### config.mk
export PLATFORM = sky130hd
export DESIGN_NAME = ifetch_queue
export DESIGN_NICKNAME = d
export VERILOG_FILES = /design/src/rtl/ifetch_queue_pkg.sv /design/src/rtl/ifetch_queue_fifo.sv /design/src/rtl/ifetch_queue.sv
export SDC_FILE = /design/constraint.sdc
export NUM_CORES = 1
export LEC_CHECK = 0
export ABC_AREA = 1
export BUFFER_PORTS_ARGS = -buffer_cell sky130_fd_sc_hd__buf_2
export CAP_MARGIN = 20
export CORE_UTILIZATION = 63
export CTS_CLUSTER_DIAMETER = 120
export DETAILED_ROUTE_END_ITERATION = 16
export HOLD_SLACK_MARGIN = 0.15
export PLACE_DENSITY = 0.89
export SLEW_MARGIN = 20
export SYNTH_ARGS = -nofsm -noshare
export SYNTH_HDL_FRONTEND = slang
export SYNTH_SLANG_ARGS = --single-unit
### constraint.sdc
create_clock -name clk -period 7.9 [get_ports clk]
set_input_delay 0.79 -clock clk [delete_from_list [all_inputs] [get_ports clk]]
set_output_delay 0.79 -clock clk [all_outputs]
set_load 0.1 [all_outputs]
### src/rtl/ifetch_queue_pkg.sv
// Shared constants and types for the instruction fetch queue.
// Entry layout and word-alignment helper used by top and FIFO.
package ifetch_queue_pkg;

  localparam int          IFQ_DEPTH    = 4;
  localparam int          IFQ_MAX_OUTS = 2;
  localparam logic [31:0] IFQ_RESET_PC = 32'h0000_0000;
  localparam logic [31:0] INST_NOP     = 32'h0000_0000;

  typedef struct packed {
    logic [31:0] pc;
    logic [31:0] inst;
  } ifq_entry_t;

  function automatic logic [31:0] word_align(
    input logic [31:0] a
  );
    return {a[31:2], 2'b00};
  endfunction

endpackage

### src/rtl/ifetch_queue_fifo.sv
// ifq_fifo: DEPTH-entry FIFO of {pc, inst} with sync flush.
// Ports: flush_i/push_i/pop_i, wdata_i in, rdata_o head, count_o, empty_o.
module ifq_fifo
  import ifetch_queue_pkg::*;
#(
  parameter int DEPTH = IFQ_DEPTH,
  localparam int AW = $clog2(DEPTH),
  localparam int CW = $clog2(DEPTH + 1)
) (
  input  logic          clk,
  input  logic          rst,
  input  logic          flush_i,
  input  logic          push_i,
  input  ifq_entry_t    wdata_i,
  input  logic          pop_i,
  output ifq_entry_t    rdata_o,
  output logic [CW-1:0] count_o,
  output logic          empty_o
);

  ifq_entry_t    mem_q [DEPTH];
  logic [AW-1:0] wr_q, wr_d;
  logic [AW-1:0] rd_q, rd_d;
  logic [CW-1:0] cnt_q, cnt_d;
  logic          full;

  assign full    = (cnt_q == CW'(DEPTH));
  assign empty_o = (cnt_q == '0);
  assign count_o = cnt_q;
  assign rdata_o = mem_q[rd_q];

  always_comb begin
    wr_d  = wr_q;
    rd_d  = rd_q;
    cnt_d = cnt_q;
    if (flush_i) begin
      wr_d  = '0;
      rd_d  = '0;
      cnt_d = '0;
    end else begin
      if (push_i) wr_d = wr_q + 1'b1;
      if (pop_i)  rd_d = rd_q + 1'b1;
      unique case ({push_i, pop_i})
        2'b10:   cnt_d = cnt_q + 1'b1;
        2'b01:   cnt_d = cnt_q - 1'b1;
        default: cnt_d = cnt_q;
      endcase
    end
  end

  always_ff @(posedge clk or negedge rst) begin
    if (!rst) begin
      wr_q  <= '0;
      rd_q  <= '0;
      cnt_q <= '0;
    end else begin
      wr_q  <= wr_d;
      rd_q  <= rd_d;
      cnt_q <= cnt_d;
    end
  end

  // Storage needs no reset: nothing is read until count says so.
  always_ff @(posedge clk) begin
    if (push_i && !flush_i) mem_q[wr_q] <= wdata_i;
  end

  a_no_push_full: assert property (
    @(posedge clk) disable iff (!rst)
    !(push_i && full && !flush_i)
  );

  a_no_pop_empty: assert property (
    @(posedge clk) disable iff (!rst)
    !(pop_i && empty_o && !flush_i)
  );

endmodule

### src/rtl/ifetch_queue.sv
// ifetch_queue: sequential fetch + DEPTH-deep {pc,inst} buffer to decode.
// Ports: redirect/redirect_pc/pause in; imem_* handshake; inst_valid/inst/inst_pc out.
module ifetch_queue
  import ifetch_queue_pkg::*;
#(
  parameter int          DEPTH    = IFQ_DEPTH,
  parameter int          MAX_OUTS = IFQ_MAX_OUTS,
  parameter logic [31:0] RESET_PC = IFQ_RESET_PC
) (
  input  logic        clk,
  input  logic        rst,
  input  logic        redirect,
  input  logic [31:0] redirect_pc,
  input  logic        pause,
  output logic        imem_req,
  output logic [31:0] imem_addr,
  input  logic        imem_gnt,
  input  logic        imem_rvalid,
  input  logic [31:0] imem_rdata,
  output logic        inst_valid,
  output logic [31:0] inst,
  output logic [31:0] inst_pc
);

  localparam int OW = $clog2(MAX_OUTS + 1);
  localparam int CW = $clog2(DEPTH + 1);

  logic [31:0]   fetch_pc_q, fetch_pc_d;
  logic [31:0]   resp_pc_q, resp_pc_d;
  logic [OW-1:0] outs_q, outs_d;
  logic [OW-1:0] disc_q, disc_d;
  logic [CW-1:0] count;
  logic          empty;
  logic          grant;
  logic          drop;
  logic          push;
  logic          pop;
  ifq_entry_t    head;
  ifq_entry_t    wentry;
  logic [31:0]   tgt_pc;

  assign tgt_pc = word_align(redirect_pc);

  // Outstanding requests reserve a slot, so a push never finds it full.
  assign imem_req = !redirect
                 && (int'(outs_q) < MAX_OUTS)
                 && (int'(count) + int'(outs_q) < DEPTH);
  assign imem_addr = fetch_pc_q;

  assign grant = imem_req && imem_gnt;
  assign drop  = imem_rvalid && (disc_q != '0);
  assign push  = imem_rvalid && (disc_q == '0) && !redirect;
  assign pop   = inst_valid && !pause && !redirect;

  assign wentry.pc   = resp_pc_q;
  assign wentry.inst = imem_rdata;

  assign inst_valid = !empty;
  assign inst       = inst_valid ? head.inst : INST_NOP;
  assign inst_pc    = inst_valid ? head.pc : 32'h0;

  always_comb begin
    outs_d = outs_q;
    if (grant)       outs_d = outs_d + 1'b1;
    if (imem_rvalid) outs_d = outs_d - 1'b1;
  end

  // On redirect every request still unanswered belongs to the old stream.
  always_comb begin
    disc_d = disc_q;
    if (redirect)  disc_d = outs_d;
    else if (drop) disc_d = disc_q - 1'b1;
  end

  always_comb begin
    fetch_pc_d = fetch_pc_q;
    resp_pc_d  = resp_pc_q;
    if (redirect) begin
      fetch_pc_d = tgt_pc;
      resp_pc_d  = tgt_pc;
    end else begin
      if (grant) fetch_pc_d = fetch_pc_q + 32'd4;
      if (push)  resp_pc_d  = resp_pc_q + 32'd4;
    end
  end

  always_ff @(posedge clk or negedge rst) begin
    if (!rst) begin
      fetch_pc_q <= RESET_PC;
      resp_pc_q  <= RESET_PC;
      outs_q     <= '0;
      disc_q     <= '0;
    end else begin
      fetch_pc_q <= fetch_pc_d;
      resp_pc_q  <= resp_pc_d;
      outs_q     <= outs_d;
      disc_q     <= disc_d;
    end
  end

  ifq_fifo #(
    .DEPTH (DEPTH)
  ) u_fifo (
    .clk     (clk),
    .rst     (rst),
    .flush_i (redirect),
    .push_i  (push),
    .wdata_i (wentry),
    .pop_i   (pop),
    .rdata_o (head),
    .count_o (count),
    .empty_o (empty)
  );

  a_rvalid_outs: assert property (
    @(posedge clk) disable iff (!rst)
    imem_rvalid |-> (outs_q != '0)
  );

endmodule

==> impl_metrics.prom, run 1 <==
# TYPE chip_impl_metric gauge
chip_impl_info{name="outcome",value="finished, final reports clean"} 1
chip_impl_metric{name="crit_fanout",unit=""} 116
chip_impl_metric{name="antenna_cells_inserted",unit=""} 0
chip_impl_info{name="synth_top_cells_by_area",value="sky130_fd_sc_hd__edfxtp_1 51%, sky130_fd_sc_hd__dfrtp_1 12%, sky130_fd_sc_hd__nor2_1 8.2%"} 1
chip_impl_info{name="rsz0062_at_grt",value="no"} 1
chip_impl_metric{name="synthesis.area_per_instance",unit="um2"} 9.77
chip_impl_metric{name="max-slew-margin-rel",unit=""} 0.316
chip_impl_metric{name="io_pins",unit=""} 168
chip_impl_metric{name="postSynthRegisterBits",unit=""} 319
chip_impl_metric{name="worstPathRequired",unit="ns"} 7.11
chip_impl_metric{name="clock_sinks",unit=""} 319
chip_impl_metric{name="drc",unit=""} 0
chip_impl_metric{name="period_share",unit=""} 0.532
chip_impl_metric{name="layout_min_cycle_time",unit="ns"} 4.20
chip_impl_info{name="holdCritPathClass",value="in2async"} 1
chip_impl_metric{name="synth_seq_area_share",unit=""} 0.635
chip_impl_metric{name="yosys_warns",unit=""} 0
chip_impl_metric{name="setup_tns",unit="ns"} 0
chip_impl_metric{name="whs",unit="ns"} 0.447
chip_impl_metric{name="leakagePower",unit="nW"} 6.60
chip_impl_metric{name="via_count",unit=""} 11346
chip_impl_metric{name="drive_gt1_frac",unit=""} 0.160
chip_impl_metric{name="drv.max_cap_violation_count",unit=""} 0
chip_impl_metric{name="worstSkewPairLatency",unit="ns"} 0.56
chip_impl_metric{name="cts_buffer_depth",unit=""} 3
chip_impl_metric{name="syn_area",unit="mm2"} 0.0145
chip_impl_metric{name="gpl.final_weighted_congestion",unit=""} 0.902
chip_impl_metric{name="cts_htree_levels",unit=""} 1
chip_impl_metric{name="detail-route-antenna-nets",unit=""} 0
chip_impl_metric{name="post_dp_cell_area",unit="mm2"} 0.0155
chip_impl_info{name="worstSetupStartpointType",value="flop"} 1
chip_impl_metric{name="finalSetupViolCount",unit=""} 0
chip_impl_metric{name="power.ir.vdd_worst",unit="uV"} 217
chip_impl_metric{name="die-height",unit="um"} 154
chip_impl_metric{name="design_power_total",unit="W"} 0.00630
chip_impl_metric{name="globalRouteTotalUtil",unit=""} 0.289
chip_impl_metric{name="wire_per_inst",unit="um"} 18.0
chip_impl_metric{name="initial_cell_density_of_the_core",unit=""} 0.642
chip_impl_metric{name="firstDrtPassIters",unit=""} 6
chip_impl_metric{name="ctsHoldBuffers",unit=""} 0
chip_impl_metric{name="timing.fmax",unit="MHz"} 238
chip_impl_metric{name="worst-slew-pin-transition",unit="ns"} 1.03
chip_impl_metric{name="postCtsResizedCells",unit=""} 0
chip_impl_metric{name="cts_setup_buffers",unit=""} 0
chip_impl_metric{name="total_nets_final",unit=""} 1709
chip_impl_metric{name="worst-endpoint-arrival",unit="ns"} 3.41
chip_impl_metric{name="cts_made_buffers",unit=""} 31
chip_impl_metric{name="placement_rows",unit=""} 55
chip_impl_metric{name="floorplan.core_area",unit="mm2"} 0.0226
chip_impl_metric{name="grt_antenna_before_repair",unit=""} 0
chip_impl_info{name="cts_tree",value="yes"} 1
chip_impl_info{name="end_kind",value="output pin"} 1
chip_impl_metric{name="hold_viol_final",unit=""} 0
chip_impl_metric{name="drt-initial-drc-count",unit=""} 1083
chip_impl_info{name="yosys.area.top_type",value="sky130_fd_sc_hd__edfxtp_1"} 1
chip_impl_metric{name="skew",unit="ns"} 0.0278
chip_impl_metric{name="grt_start_max_net_pins",unit=""} 117
chip_impl_info{name="ctsRootBufferMaster",value="sky130_fd_sc_hd__clkbuf_16"} 1
chip_impl_metric{name="final_cell_area",unit="mm2"} 0.0165
chip_impl_metric{name="p_per_area",unit="mW/mm2"} 382
chip_impl_info{name="criticalPathCategory",value="reg2out"} 1
chip_impl_metric{name="post_synth_inst_count",unit=""} 1487
chip_impl_metric{name="grt_remaining_overflow",unit=""} 0
chip_impl_metric{name="global_route_wire_length_before_repair",unit="um"} 53900
chip_impl_metric{name="cts.clk_slew.worst_paths",unit="ns"} 0.06
chip_impl_metric{name="route.detailed.vias_per_inst",unit=""} 5.85
chip_impl_metric{name="routed_wl",unit="um"} 34800
chip_impl_metric{name="first_global_vias",unit=""} 11008
chip_impl_metric{name="place.detailed.hpwl",unit="um"} 20600
chip_impl_metric{name="die_x",unit="um"} 154
chip_impl_metric{name="design.die.area",unit="mm2"} 0.0237
chip_impl_metric{name="yosysTopAreaCellShare",unit=""} 0.513
chip_impl_metric{name="syn2layout_area_growth",unit="%"} 13.5
chip_impl_metric{name="netlist-cell-type-count",unit=""} 41
chip_impl_metric{name="port_buffers",unit=""} 161
chip_impl_metric{name="final-max-slew-violation-count",unit=""} 0
[sequential cells by signal, summed over array words and instances (netlist names)]
signal and flops:
resp_pc_q 30, u_fifo.mem_q 248, outs_q 2, disc_q 2, u_fifo.count_o 3, imem_addr 30, u_fifo.rd_q 2, u_fifo.wr_q 2
[stage by stage]
step           utilization  instances  setup WS (ns)
6_report             0.729       1939           3.70
5_1_grt              0.729       1939           3.55
3_5_place_dp         0.685       1882           3.92
2_1_floorplan            -       1490           3.52
4_1_cts              0.729       1939           3.71
3_3_place_gp         0.685       1882           3.99
[synthesized netlist by cell type]
master / n
sky130_fd_sc_hd__inv_2: 10
sky130_fd_sc_hd__o221ai_1: 2
sky130_fd_sc_hd__o21bai_1: 4
sky130_fd_sc_hd__nor2_2: 11
sky130_fd_sc_hd__xor2_1: 12
sky130_fd_sc_hd__o21bai_2: 1
sky130_fd_sc_hd__nand2_2: 6
sky130_fd_sc_hd__o21ai_1: 7
sky130_fd_sc_hd__buf_6: 1
sky130_fd_sc_hd__a31oi_1: 3
sky130_fd_sc_hd__and3_1: 1
sky130_fd_sc_hd__o21ai_0: 161
sky130_fd_sc_hd__dfrtp_1: 71
sky130_fd_sc_hd__fa_1: 1
sky130_fd_sc_hd__nor2_1: 318
sky130_fd_sc_hd__or2_2: 2
sky130_fd_sc_hd__buf_2: 24
sky130_fd_sc_hd__ha_1: 8
sky130_fd_sc_hd__buf_4: 5
sky130_fd_sc_hd__nor2_8: 1
sky130_fd_sc_hd__nand2_4: 1
sky130_fd_sc_hd__o211ai_1: 13
sky130_fd_sc_hd__inv_1: 95
sky130_fd_sc_hd__xnor2_1: 4
sky130_fd_sc_hd__clkbuf_1: 34
sky130_fd_sc_hd__buf_1: 1
sky130_fd_sc_hd__nand3b_1: 4
sky130_fd_sc_hd__nor3_1: 10
sky130_fd_sc_hd__nand4_1: 13
sky130_fd_sc_hd__conb_1: 1
sky130_fd_sc_hd__nand2_1: 269
sky130_fd_sc_hd__nand3_2: 1
sky130_fd_sc_hd__and2_1: 1
sky130_fd_sc_hd__nor3_2: 3
sky130_fd_sc_hd__nand4_4: 1
sky130_fd_sc_hd__nand3_1: 64
sky130_fd_sc_hd__a21oi_1: 68
sky130_fd_sc_hd__o21ai_2: 2
sky130_fd_sc_hd__nor2_4: 4
sky130_fd_sc_hd__edfxtp_1: 248
sky130_fd_sc_hd__nand3_4: 1
[final cells by class]
cell class | count | area [um2]
Sequential cell | 319 | 9230
Fill cell | 1489 | 6150
Inverter | 105 | 394
Multi-Input combinational cell | 1001 | 4650
Timing Repair Buffer | 172 | 888
Clock inverter | 22 | 185
Clock buffer | 35 | 791
Tap cell | 285 | 357
[worst paths after layout]
check / startpoint / end / slack [ns] / depth (start not counted)
worst max-delay path: u_fifo.rd_q[0]$_DFFE_PN0P_ / inst_pc[17] / 3.70 / 5
worst min-delay path: rst / imem_addr[31]$_DFFE_PN0P_ / 0.45 / 2
worst max register to register: disc_q[0]$_DFFE_PN0P_ / u_fifo.count_o[2]$_DFFE_PN0P_ / 4.89 / 12
worst min register to register: imem_addr[31]$_DFFE_PN0P_ / imem_addr[31]$_DFFE_PN0P_ / 0.57 / 2
max in group asynchronous: rst / u_fifo.rd_q[0]$_DFFE_PN0P_ / 6.70 / 2
min in group clk: imem_rdata[3] / u_fifo.mem_q[1][3]$_DFFE_PP_ / 0.45 / 1
[layout by cell type, fill, tap and decap left out, types with 2 or more instances in the layout]
| cell | Yosys | final |
|---|---|---|
| sky130_fd_sc_hd__a21oi_1 | 68 | 68 |
| sky130_fd_sc_hd__a31oi_1 | 3 | 3 |
| sky130_fd_sc_hd__buf_2 | 24 | 161 |
| sky130_fd_sc_hd__buf_4 | 5 | 11 |
| sky130_fd_sc_hd__bufinv_16 | 0 | 3 |
| sky130_fd_sc_hd__clkbuf_1 | 34 | 4 |
| sky130_fd_sc_hd__clkbuf_16 | 0 | 31 |
| sky130_fd_sc_hd__clkinv_1 | 0 | 11 |
| sky130_fd_sc_hd__clkinv_2 | 0 | 2 |
| sky130_fd_sc_hd__clkinvlp_4 | 0 | 4 |
| sky130_fd_sc_hd__conb_1 | 1 | 4 |
| sky130_fd_sc_hd__dfrtp_1 | 71 | 69 |
| sky130_fd_sc_hd__edfxtp_1 | 248 | 248 |
| sky130_fd_sc_hd__ha_1 | 8 | 8 |
| sky130_fd_sc_hd__inv_1 | 95 | 95 |
| sky130_fd_sc_hd__inv_2 | 10 | 10 |
| sky130_fd_sc_hd__nand2_1 | 269 | 269 |
| sky130_fd_sc_hd__nand2_2 | 6 | 6 |
| sky130_fd_sc_hd__nand3_1 | 64 | 64 |
| sky130_fd_sc_hd__nand3b_1 | 4 | 4 |
| sky130_fd_sc_hd__nand4_1 | 13 | 13 |
| sky130_fd_sc_hd__nor2_1 | 318 | 314 |
| sky130_fd_sc_hd__nor2_2 | 11 | 11 |
| sky130_fd_sc_hd__nor2_4 | 4 | 8 |
| sky130_fd_sc_hd__nor3_1 | 10 | 10 |
| sky130_fd_sc_hd__nor3_2 | 3 | 3 |
| sky130_fd_sc_hd__o211ai_1 | 13 | 13 |
| sky130_fd_sc_hd__o21ai_0 | 161 | 161 |
| sky130_fd_sc_hd__o21ai_1 | 7 | 7 |
| sky130_fd_sc_hd__o21ai_2 | 2 | 2 |
| sky130_fd_sc_hd__o21bai_1 | 4 | 4 |
| sky130_fd_sc_hd__o221ai_1 | 2 | 2 |
| sky130_fd_sc_hd__or2_2 | 2 | 2 |
| sky130_fd_sc_hd__xnor2_1 | 4 | 4 |
| sky130_fd_sc_hd__xor2_1 | 12 | 12 |
[metal layers]
| metal | wire length, um | track usage | vias up |
|---|---|---|---|
| met5 | 0 | 0 | - |
| met3 | 3340 | 0.0488 | 81 |
| li1 | - | - | 5283 |
| met1 | 13400 | 0.373 | 5345 |
| met2 | 17200 | 0.489 | 637 |
| met4 | 903 | 0.122 | 0 |
[critical path, stage by stage (launching register included)]
cell	delay [ns]
sky130_fd_sc_hd__dfrtp_4	0.70
sky130_fd_sc_hd__inv_2	0.24
sky130_fd_sc_hd__buf_4	0.78
sky130_fd_sc_hd__o21ai_0	0.23
sky130_fd_sc_hd__a21oi_1	0.36
sky130_fd_sc_hd__buf_2	0.50
[power breakdown]
group	switching (W)	total, W	internal (W)
Sequential	0.000191	0.00217	0.00198
Clock	0.000609	0.00142	0.000812
Combinational	0.00229	0.00271	0.000418
[kinds of logic after synthesis]
logic type               synth area share
AO/OA/AOI/OAI                      0.0946
XOR/XNOR                          0.00965
adder cells (fa/ha/maj)           0.00827
buffers and inverters              0.0478
flip-flops                          0.635
other                            0.000258
AND/OR/NAND/NOR                     0.205
No activity file was read; power rests on OpenSTA's default activity.
==> run 2: changes to the inputs <==
--- a/config.mk
+++ b/config.mk
@@ -5,14 +5,14 @@
 export SDC_FILE = /design/constraint.sdc
 export NUM_CORES = 1
 export LEC_CHECK = 0
-export ABC_AREA = 1
+export ABC_AREA = 0
 export BUFFER_PORTS_ARGS = -buffer_cell sky130_fd_sc_hd__buf_2
 export CAP_MARGIN = 20
-export CORE_UTILIZATION = 63
+export CORE_UTILIZATION = 58
 export CTS_CLUSTER_DIAMETER = 120
 export DETAILED_ROUTE_END_ITERATION = 16
 export HOLD_SLACK_MARGIN = 0.15
-export PLACE_DENSITY = 0.89
+export PLACE_DENSITY = 0.84
 export SLEW_MARGIN = 20
 export SYNTH_ARGS = -nofsm -noshare
 export SYNTH_HDL_FRONTEND = slang
==> constraint.sdc (replaced) <==
create_clock -name clk -period 4.4 [get_ports clk]
set_input_delay 0.44 -clock clk [delete_from_list [all_inputs] [get_ports clk]]
set_output_delay 0.44 -clock clk [all_outputs]
set_load 0.1 [all_outputs]
==> run 2 against run 1 <==
Count of clock-buffer cells in the layout is 15 higher. Worst hold slack worse by 0.28 ns. Clock skew is 0.012 ns lower. Clock power is 99% higher. Synthesized cell count is 46% lower. Non-clock buffer count is 10 higher. Sequential share of layout area is 2.3 points higher. Sequential cell count stayed put. Core utilization is 3.3 points lower. Cell count is 32% lower. Critical path depth is 1 lower. Global-route usage is 6.8 points lower.
==> impl_metrics.prom, run 2 <==
# TYPE chip_impl_metric gauge
chip_impl_metric{name="cts.clk_slew.worst_paths",unit="ns"} 0.06
chip_impl_metric{name="syn_area",unit="mm2"} 0.0135
chip_impl_metric{name="placement_rows",unit=""} 55
chip_impl_metric{name="synth_fa_ha_area_frac",unit=""} 0.00888
chip_impl_metric{name="final_cell_area",unit="mm2"} 0.0159
chip_impl_info{name="crit_path_cell_chain",value="buf_4 -> mux4_2 -> nor2b_1 -> buf_2"} 1
chip_impl_metric{name="critPathBufInv",unit=""} 2
chip_impl_metric{name="cts_htree_levels",unit=""} 2
chip_impl_info{name="cts_tree",value="yes"} 1
chip_impl_info{name="yosys.area.top_type",value="sky130_fd_sc_hd__edfxtp_1"} 1
chip_impl_info{name="final_cell_mix",value="248 x sky130_fd_sc_hd__edfxtp_1, 161 x sky130_fd_sc_hd__buf_2, 69 x sky130_fd_sc_hd__dfrtp_1"} 1
chip_impl_metric{name="synth_enable_flop_cells",unit=""} 248
chip_impl_metric{name="firstDrtPassIters",unit=""} 5
chip_impl_metric{name="wire_per_inst",unit="um"} 19.4
chip_impl_metric{name="number_of_cells_on_the_worst_hold_path",unit=""} 1
chip_impl_info{name="synth_cell_count_leaders",value="248 x sky130_fd_sc_hd__edfxtp_1, 71 x sky130_fd_sc_hd__dfrtp_1, 62 x sky130_fd_sc_hd__mux4_2, 62 x sky130_fd_sc_hd__nor2b_1, 34 x sky130_fd_sc_hd__xor2_1"} 1
chip_impl_metric{name="period_share",unit=""} 0.724
chip_impl_metric{name="synthesis.area_per_instance",unit="um2"} 16.8
chip_impl_metric{name="via_count",unit=""} 7569
chip_impl_metric{name="yosysTopAreaCellShare",unit=""} 0.551
chip_impl_metric{name="netlist-cell-type-count",unit=""} 53
chip_impl_metric{name="globalRouteTotalUtil",unit=""} 0.221
chip_impl_metric{name="cts_made_buffers",unit=""} 34
chip_impl_info{name="rsz0062_at_grt",value="no"} 1
chip_impl_metric{name="crit_fanout",unit=""} 32
chip_impl_metric{name="r2r_slack",unit="ns"} 1.87
chip_impl_info{name="mostFrequentLayoutCell",value="sky130_fd_sc_hd__edfxtp_1"} 1
chip_impl_info{name="largest_family_of_logic_cells_by_synthesized_area",value="multiplexers"} 1
chip_impl_metric{name="final-max-slew-violation-count",unit=""} 0
chip_impl_info{name="criticalPathCategory",value="reg2out"} 1
chip_impl_metric{name="post_synth_inst_count",unit=""} 805
chip_impl_metric{name="first_global_vias",unit=""} 7536
chip_impl_info{name="register_name_with_the_most_flops",value="u_fifo.mem_q"} 1
chip_impl_metric{name="drv.max_cap_violation_count",unit=""} 0
chip_impl_metric{name="critical-path-max-stage-delay",unit="ns"} 0.84
chip_impl_info{name="critical-path-top-delay-family",value="flip-flops"} 1
chip_impl_metric{name="port_buffers",unit=""} 161
chip_impl_metric{name="worstSkewPairLatency",unit="ns"} 0.50
chip_impl_metric{name="grt_remaining_overflow",unit=""} 0
chip_impl_metric{name="simple_gate_area_share_of_the_yosys_netlist",unit=""} 0.0992
chip_impl_metric{name="worstPathRequired",unit="ns"} 3.96
chip_impl_metric{name="yosys_warns",unit=""} 0
chip_impl_metric{name="skew",unit="ns"} 0.0158
chip_impl_metric{name="switchingPower",unit="W"} 0.00483
chip_impl_metric{name="largest_register_ff_count",unit=""} 248
chip_impl_metric{name="routed_wl",unit="um"} 25600
chip_impl_metric{name="place.detailed.hpwl",unit="um"} 16200
chip_impl_metric{name="io_pins",unit=""} 168
chip_impl_metric{name="multi_input_area",unit="mm2"} 0.00408
chip_impl_metric{name="finish.utilization",unit=""} 0.696
chip_impl_metric{name="postSynthRegisterBits",unit=""} 319
chip_impl_metric{name="postCtsResizedCells",unit=""} 0
chip_impl_info{name="timing.critical_path.slowest_stage_cell",value="sky130_fd_sc_hd__dfrtp_4"} 1
chip_impl_metric{name="finalSetupViolCount",unit=""} 0
chip_impl_metric{name="synthXorXnorAreaFrac",unit=""} 0.0408
chip_impl_metric{name="max-slew-margin-rel",unit=""} 0.490
chip_impl_metric{name="fillers",unit=""} 1486
chip_impl_metric{name="route.detailed.vias_per_inst",unit=""} 5.73
chip_impl_info{name="end_kind",value="output pin"} 1
chip_impl_metric{name="die_x",unit="um"} 155
chip_impl_metric{name="worst-slew-pin-transition",unit="ns"} 0.766
chip_impl_metric{name="whs",unit="ns"} 0.168
chip_impl_metric{name="p_per_area",unit="mW/mm2"} 697
chip_impl_metric{name="initial_cell_density_of_the_core",unit=""} 0.594
chip_impl_metric{name="die-height",unit="um"} 155
chip_impl_metric{name="drive_gt1_frac",unit=""} 0.342
chip_impl_metric{name="clock_sinks",unit=""} 319
chip_impl_metric{name="antenna_cells_inserted",unit=""} 0
chip_impl_info{name="holdCritPathClass",value="in2reg"} 1
chip_impl_metric{name="layout.area.seq",unit="mm2"} 0.00923
chip_impl_metric{name="instance_count_on_the_critical_path",unit=""} 4
chip_impl_info{name="ys_dominant_reg_cell",value="sky130_fd_sc_hd__edfxtp_1"} 1
chip_impl_metric{name="synth_seq_area_share",unit=""} 0.682
chip_impl_metric{name="gpl.final_weighted_congestion",unit=""} 0.915
chip_impl_metric{name="grt_antenna_before_repair",unit=""} 0
chip_impl_metric{name="floorplan.core_area",unit="mm2"} 0.0228
chip_impl_metric{name="drt-initial-drc-count",unit=""} 593
chip_impl_metric{name="drc",unit=""} 0
chip_impl_metric{name="ys_async_sr_fraction",unit=""} 0.223
chip_impl_metric{name="layout_min_cycle_time",unit="ns"} 3.19
chip_impl_metric{name="setup_tns",unit="ns"} 0
chip_impl_metric{name="synthMuxAreaShare",unit=""} 0.132
chip_impl_info{name="outcome",value="finished, final reports clean"} 1
chip_impl_info{name="synthMostInstantiatedCell",value="sky130_fd_sc_hd__edfxtp_1"} 1
chip_impl_info{name="synth_top_cells_by_area",value="sky130_fd_sc_hd__edfxtp_1 55%, sky130_fd_sc_hd__dfrtp_1 13%, sky130_fd_sc_hd__mux4_2 10%"} 1
chip_impl_metric{name="grt_start_max_net_pins",unit=""} 50
chip_impl_metric{name="p_clk_frac",unit=""} 0.256
chip_impl_metric{name="timing.fmax",unit="MHz"} 314
chip_impl_metric{name="detail-route-antenna-nets",unit=""} 0
chip_impl_metric{name="power_frac_seq",unit=""} 0.338
chip_impl_metric{name="syn2layout_area_growth",unit="%"} 17.2
chip_impl_metric{name="synth_area_in_compound_gates",unit=""} 0.0178
chip_impl_info{name="ctsRootBufferMaster",value="sky130_fd_sc_hd__clkbuf_16"} 1
chip_impl_metric{name="p_comb_frac",unit=""} 0.406
chip_impl_metric{name="leakagePower",unit="nW"} 5.71
chip_impl_metric{name="worst-endpoint-arrival",unit="ns"} 2.75
chip_impl_metric{name="design.die.area",unit="mm2"} 0.0239
chip_impl_metric{name="hold_viol_final",unit=""} 0
chip_impl_metric{name="post_dp_cell_area",unit="mm2"} 0.0147
chip_impl_metric{name="reg2regPathDepth",unit=""} 6
chip_impl_metric{name="total_nets_final",unit=""} 1062
chip_impl_metric{name="global_route_wire_length_before_repair",unit="um"} 40200
chip_impl_metric{name="p_sw_frac",unit=""} 0.437
chip_impl_info{name="worstSetupStartpointType",value="flop"} 1
chip_impl_metric{name="internal_power",unit="W"} 0.00623
chip_impl_metric{name="power.ir.vdd_worst",unit="uV"} 479
chip_impl_metric{name="cts_buffer_depth",unit=""} 3
==> run 2: cell count changes after synthesis, sizes merged, moves of 32 or more <==
cell | previous run | this run
nor2 | 334 | 21
nand3 | 66 | 23
mux4 | 0 | 62
o21ai | 170 | 9
inv | 105 | 10
nand2 | 276 | 27
a21oi | 68 | 13
mux2 | 0 | 32
nor2b | 0 | 62
==> run 2: cell type report <==
class                      instances  share of cell area
clock inverter                    10             0.00766
multi-input combinational        436               0.257
timing repair buffer             182              0.0622
tap                              313              0.0247
sequential                       319               0.582
clock buffer                      50              0.0636
inverter                          10             0.00237
==> run 2: cell families (layout without fill, tap and decap cells) <==
group,after synthesis,in the layout
adder cells (fa/ha/maj),9,9
buffers and inverters,53,252
other,1,4
AO/OA/AOI/OAI,39,39
multiplexers,97,97
flip-flops,319,319
XOR/XNOR,63,63
AND/OR/NAND/NOR,224,224
==> run 2: worst paths after layout <==
check                                           start                       endpoint
max in group asynchronous                         rst      resp_pc_q[10]$_DFFE_PN0N_
setup / recovery           u_fifo.rd_q[0]$_DFFE_PN0P_                       inst[31]
hold reg to reg             resp_pc_q[30]$_DFFE_PN0N_  u_fifo.mem_q[2][62]$_DFFE_PP_
hold / removal                         imem_rdata[24]  u_fifo.mem_q[0][24]$_DFFE_PP_
setup reg to reg                  outs_q[1]$_DFF_PN0_      imem_addr[26]$_DFFE_PN0P_
min in group asynchronous                         rst      imem_addr[26]$_DFFE_PN0P_
==> run 2: metal layers <==
layer | track usage | share of wire | routed length (um)
met1 | 0.311 | 0.44 | 11300
met2 | 0.356 | 0.48 | 12200
met3 | 0.0403 | 0.062 | 1600
met4 | 0.0669 | 0.023 | 592
met5 | 0 | 0 | 0
==> run 2: what timing repair did <==
action / 4_1_cts / 5_1_grt
setup buffers: 0 / 0
hold buffers: 4 / 0
hold endpoints to repair: 45 / 0
==> run 2: power by group through the flow <==
stage | clock (W) | sequential (W) | combinational [W]
2_1_floorplan | 0 | 0.00394 | 0.00365
3_3_place_gp | 0 | 0.00379 | 0.00448
3_5_place_dp | 0 | 0.00380 | 0.00450
4_1_cts | 0.00289 | 0.00374 | 0.00452
5_1_grt | 0.00299 | 0.00378 | 0.00467
6_report | 0.00283 | 0.00374 | 0.00448
==> run 2: per-stage QoR <==
step / setup WS (ns) / power (W) / cells
floorplan: -1.71 / 0.00759 / 808
global placement: 1.68 / 0.00827 / 1256
finish: 1.21 / 0.0111 / 1320
detailed placement: 1.67 / 0.00831 / 1256
CTS: 1.12 / 0.0111 / 1320
global route: 1.03 / 0.0114 / 1320
==> run 3: changes to the inputs <==
==> constraint.sdc (replaced) <==
create_clock -name clk -period 3.1 [get_ports clk]
set_input_delay 0.31 -clock clk [delete_from_list [all_inputs] [get_ports clk]]
set_output_delay 0.31 -clock clk [all_outputs]
set_load 0.1 [all_outputs]
==> run 3 against run 2 <==
Combinational power up 46%. Non-clock buffer count up 61. Routed wire length up 4.0%. Design area up 3.7%. Sequential share of layout area down 2.1 points. Largest cell class unchanged.
==> impl_metrics.prom, run 3 (synthesis gave the netlist of run 2 again) <==
# TYPE chip_impl_metric gauge
chip_impl_info{name="outcome",value="finished, final reports clean"} 1
chip_impl_metric{name="detail-route-antenna-nets",unit=""} 0
chip_impl_metric{name="via_count",unit=""} 7753
chip_impl_metric{name="cts_htree_levels",unit=""} 1
chip_impl_metric{name="p_clk_frac",unit=""} 0.235
chip_impl_info{name="cts_tree",value="yes"} 1
chip_impl_metric{name="p_sw_frac",unit=""} 0.448
chip_impl_info{name="worstSetupStartpointType",value="flop"} 1
chip_impl_metric{name="internal_power",unit="W"} 0.00852
chip_impl_metric{name="worst-slew-pin-transition",unit="ns"} 0.664
chip_impl_metric{name="globalRouteTotalUtil",unit=""} 0.229
chip_impl_metric{name="switchingPower",unit="W"} 0.00692
chip_impl_metric{name="floorplan.core_area",unit="mm2"} 0.0228
chip_impl_metric{name="worstSkewPairLatency",unit="ns"} 0.57
chip_impl_metric{name="firstDrtPassIters",unit=""} 5
chip_impl_metric{name="routed_wl",unit="um"} 26600
chip_impl_metric{name="global_route_wire_length_before_repair",unit="um"} 42100
chip_impl_metric{name="grt_remaining_overflow",unit=""} 0
chip_impl_metric{name="p_comb_frac",unit=""} 0.424
chip_impl_metric{name="reg2regPathDepth",unit=""} 6
chip_impl_metric{name="syn2layout_area_growth",unit="%"} 21.5
chip_impl_metric{name="power_frac_seq",unit=""} 0.341
chip_impl_info{name="rr_startpoint",value="outs_q[1]$_DFF_PN0_"} 1
chip_impl_metric{name="grt_start_max_net_pins",unit=""} 65
chip_impl_metric{name="largest_register_ff_count",unit=""} 248
chip_impl_metric{name="drc",unit=""} 0
chip_impl_metric{name="fillers",unit=""} 1406
chip_impl_metric{name="hold_viol_final",unit=""} 0
chip_impl_metric{name="placement_rows",unit=""} 55
chip_impl_info{name="criticalPathCategory",value="reg2out"} 1
chip_impl_info{name="mostFrequentLayoutCell",value="sky130_fd_sc_hd__edfxtp_1"} 1
chip_impl_info{name="final_cell_mix",value="248 x sky130_fd_sc_hd__edfxtp_1, 161 x sky130_fd_sc_hd__buf_2, 69 x sky130_fd_sc_hd__dfrtp_1"} 1
chip_impl_info{name="rsz0062_at_grt",value="no"} 1
chip_impl_metric{name="final_cell_area",unit="mm2"} 0.0164
chip_impl_metric{name="design.die.area",unit="mm2"} 0.0239
chip_impl_metric{name="port_buffers",unit=""} 161
chip_impl_metric{name="post_dp_cell_area",unit="mm2"} 0.0148
chip_impl_metric{name="ctsHoldBuffers",unit=""} 64
chip_impl_metric{name="drive_gt1_frac",unit=""} 0.327
chip_impl_metric{name="cts.clk_slew.worst_paths",unit="ns"} 0.06
chip_impl_metric{name="die-height",unit="um"} 155
chip_impl_metric{name="layout_min_cycle_time",unit="ns"} 2.85
chip_impl_metric{name="total_nets_final",unit=""} 1120
chip_impl_metric{name="max-slew-margin-rel",unit=""} 0.557
chip_impl_metric{name="power.ir.vdd_worst",unit="uV"} 769
chip_impl_metric{name="finalSetupViolCount",unit=""} 0
chip_impl_info{name="worst_r2r_endpoint",value="imem_addr[10]$_DFFE_PN0P_"} 1
chip_impl_metric{name="io_pins",unit=""} 168
chip_impl_metric{name="worst-endpoint-arrival",unit="ns"} 2.54
chip_impl_metric{name="period_share",unit=""} 0.920
chip_impl_metric{name="initial_cell_density_of_the_core",unit=""} 0.594
chip_impl_metric{name="r2r_slack",unit="ns"} 0.72
chip_impl_metric{name="drv.max_cap_violation_count",unit=""} 0
chip_impl_metric{name="layout.area.seq",unit="mm2"} 0.00923
chip_impl_metric{name="drt-initial-drc-count",unit=""} 540
chip_impl_metric{name="cts_setup_buffers",unit=""} 0
chip_impl_metric{name="gpl.final_weighted_congestion",unit=""} 0.872
chip_impl_metric{name="multi_input_area",unit="mm2"} 0.00411
chip_impl_info{name="holdCritPathClass",value="in2reg"} 1
chip_impl_metric{name="cts_buffer_depth",unit=""} 3
chip_impl_metric{name="crit_fanout",unit=""} 28
chip_impl_metric{name="leakagePower",unit="nW"} 5.94
chip_impl_metric{name="grt_antenna_before_repair",unit=""} 0
chip_impl_metric{name="skew",unit="ns"} 0.0290
chip_impl_info{name="ctsRootBufferMaster",value="sky130_fd_sc_hd__clkbuf_16"} 1
chip_impl_info{name="worstHoldStart",value="pause"} 1
chip_impl_metric{name="route.detailed.vias_per_inst",unit=""} 5.62
chip_impl_metric{name="timing.fmax",unit="MHz"} 350
chip_impl_metric{name="wire_per_inst",unit="um"} 19.3
chip_impl_metric{name="first_global_vias",unit=""} 7971
chip_impl_metric{name="clock_sinks",unit=""} 319
chip_impl_metric{name="postCtsResizedCells",unit=""} 0
chip_impl_metric{name="p_per_area",unit="mW/mm2"} 940
chip_impl_metric{name="antenna_cells_inserted",unit=""} 0
chip_impl_info{name="hold_crit_endpoint",value="u_fifo.rd_q[0]$_DFFE_PN0P_"} 1
chip_impl_metric{name="place.detailed.hpwl",unit="um"} 16000
chip_impl_info{name="register_name_with_the_most_flops",value="u_fifo.mem_q"} 1
chip_impl_metric{name="die_x",unit="um"} 155
chip_impl_metric{name="final-max-slew-violation-count",unit=""} 0
chip_impl_metric{name="cts_made_buffers",unit=""} 31
chip_impl_metric{name="whs",unit="ns"} 0.181
chip_impl_metric{name="worstPathRequired",unit="ns"} 2.79
chip_impl_info{name="end_kind",value="output pin"} 1
chip_impl_metric{name="number_of_cells_on_the_worst_hold_path",unit=""} 4
## run 3: worst max-delay path by stage
stage | from | end | slack [ns]
2_1_floorplan | disc_q[0]$_DFFE_PN0P_ | u_fifo.mem_q[0][0]$_DFFE_PP_ | -0.85
3_3_place_gp | outs_q[1]$_DFF_PN0_ | imem_addr[24]$_DFFE_PN0P_ | 0.77
3_5_place_dp | outs_q[1]$_DFF_PN0_ | imem_addr[24]$_DFFE_PN0P_ | 0.74
4_1_cts | u_fifo.rd_q[0]$_DFFE_PN0P_ | inst[14] | 0.16
5_1_grt | u_fifo.rd_q[0]$_DFFE_PN0P_ | inst[14] | 0.09
6_report | u_fifo.rd_q[0]$_DFFE_PN0P_ | inst[14] | 0.25
## run 3: area by class of cell
cell class / instances / share of cell area
inverters: 10 / 0.00228
clock buffers: 40 / 0.0511
flip-flops and latches: 319 / 0.562
clock inverters: 18 / 0.00952
repair buffers: 243 / 0.102
multi-input cells: 436 / 0.250
well taps: 313 / 0.0238
## run 3: power groups by stage
stage                     clock network (W)  registers [W]  logic, W
after floorplan                           0        0.00558   0.00519
after global placement                    0        0.00533   0.00649
after detailed placement                  0        0.00535   0.00652
after CTS                           0.00370        0.00526   0.00660
after global routing                0.00386        0.00531   0.00682
final                               0.00363        0.00527   0.00655
## run 3: layer usage
metal,vias to the layer above,routed length (um),track usage
li1,3564,-,-
met1,3845,11000,0.297
met2,307,13500,0.403
met3,37,1740,0.0361
met4,0,456,0.0636
met5,-,0,0
## run 3: through the flow
stage               std cells  utilization  setup WS (ns)  total power [W]  TNS (ns)
floorplan                 808            -         -0.852           0.0108   -211.30
global placement         1257        0.650          0.768           0.0118         0
detailed placement       1257        0.650          0.743           0.0119         0
CTS                      1379        0.721          0.162           0.0156         0
global route             1379        0.721         0.0890           0.0160         0
finish                   1379        0.721          0.247           0.0154         0
## run 3: critical path: stages (launching register included)
cell and delay, ns:
sky130_fd_sc_hd__dfrtp_4 0.67, sky130_fd_sc_hd__buf_12 0.30, sky130_fd_sc_hd__mux4_2 0.54, sky130_fd_sc_hd__nor2b_1 0.15, sky130_fd_sc_hd__buf_2 0.30
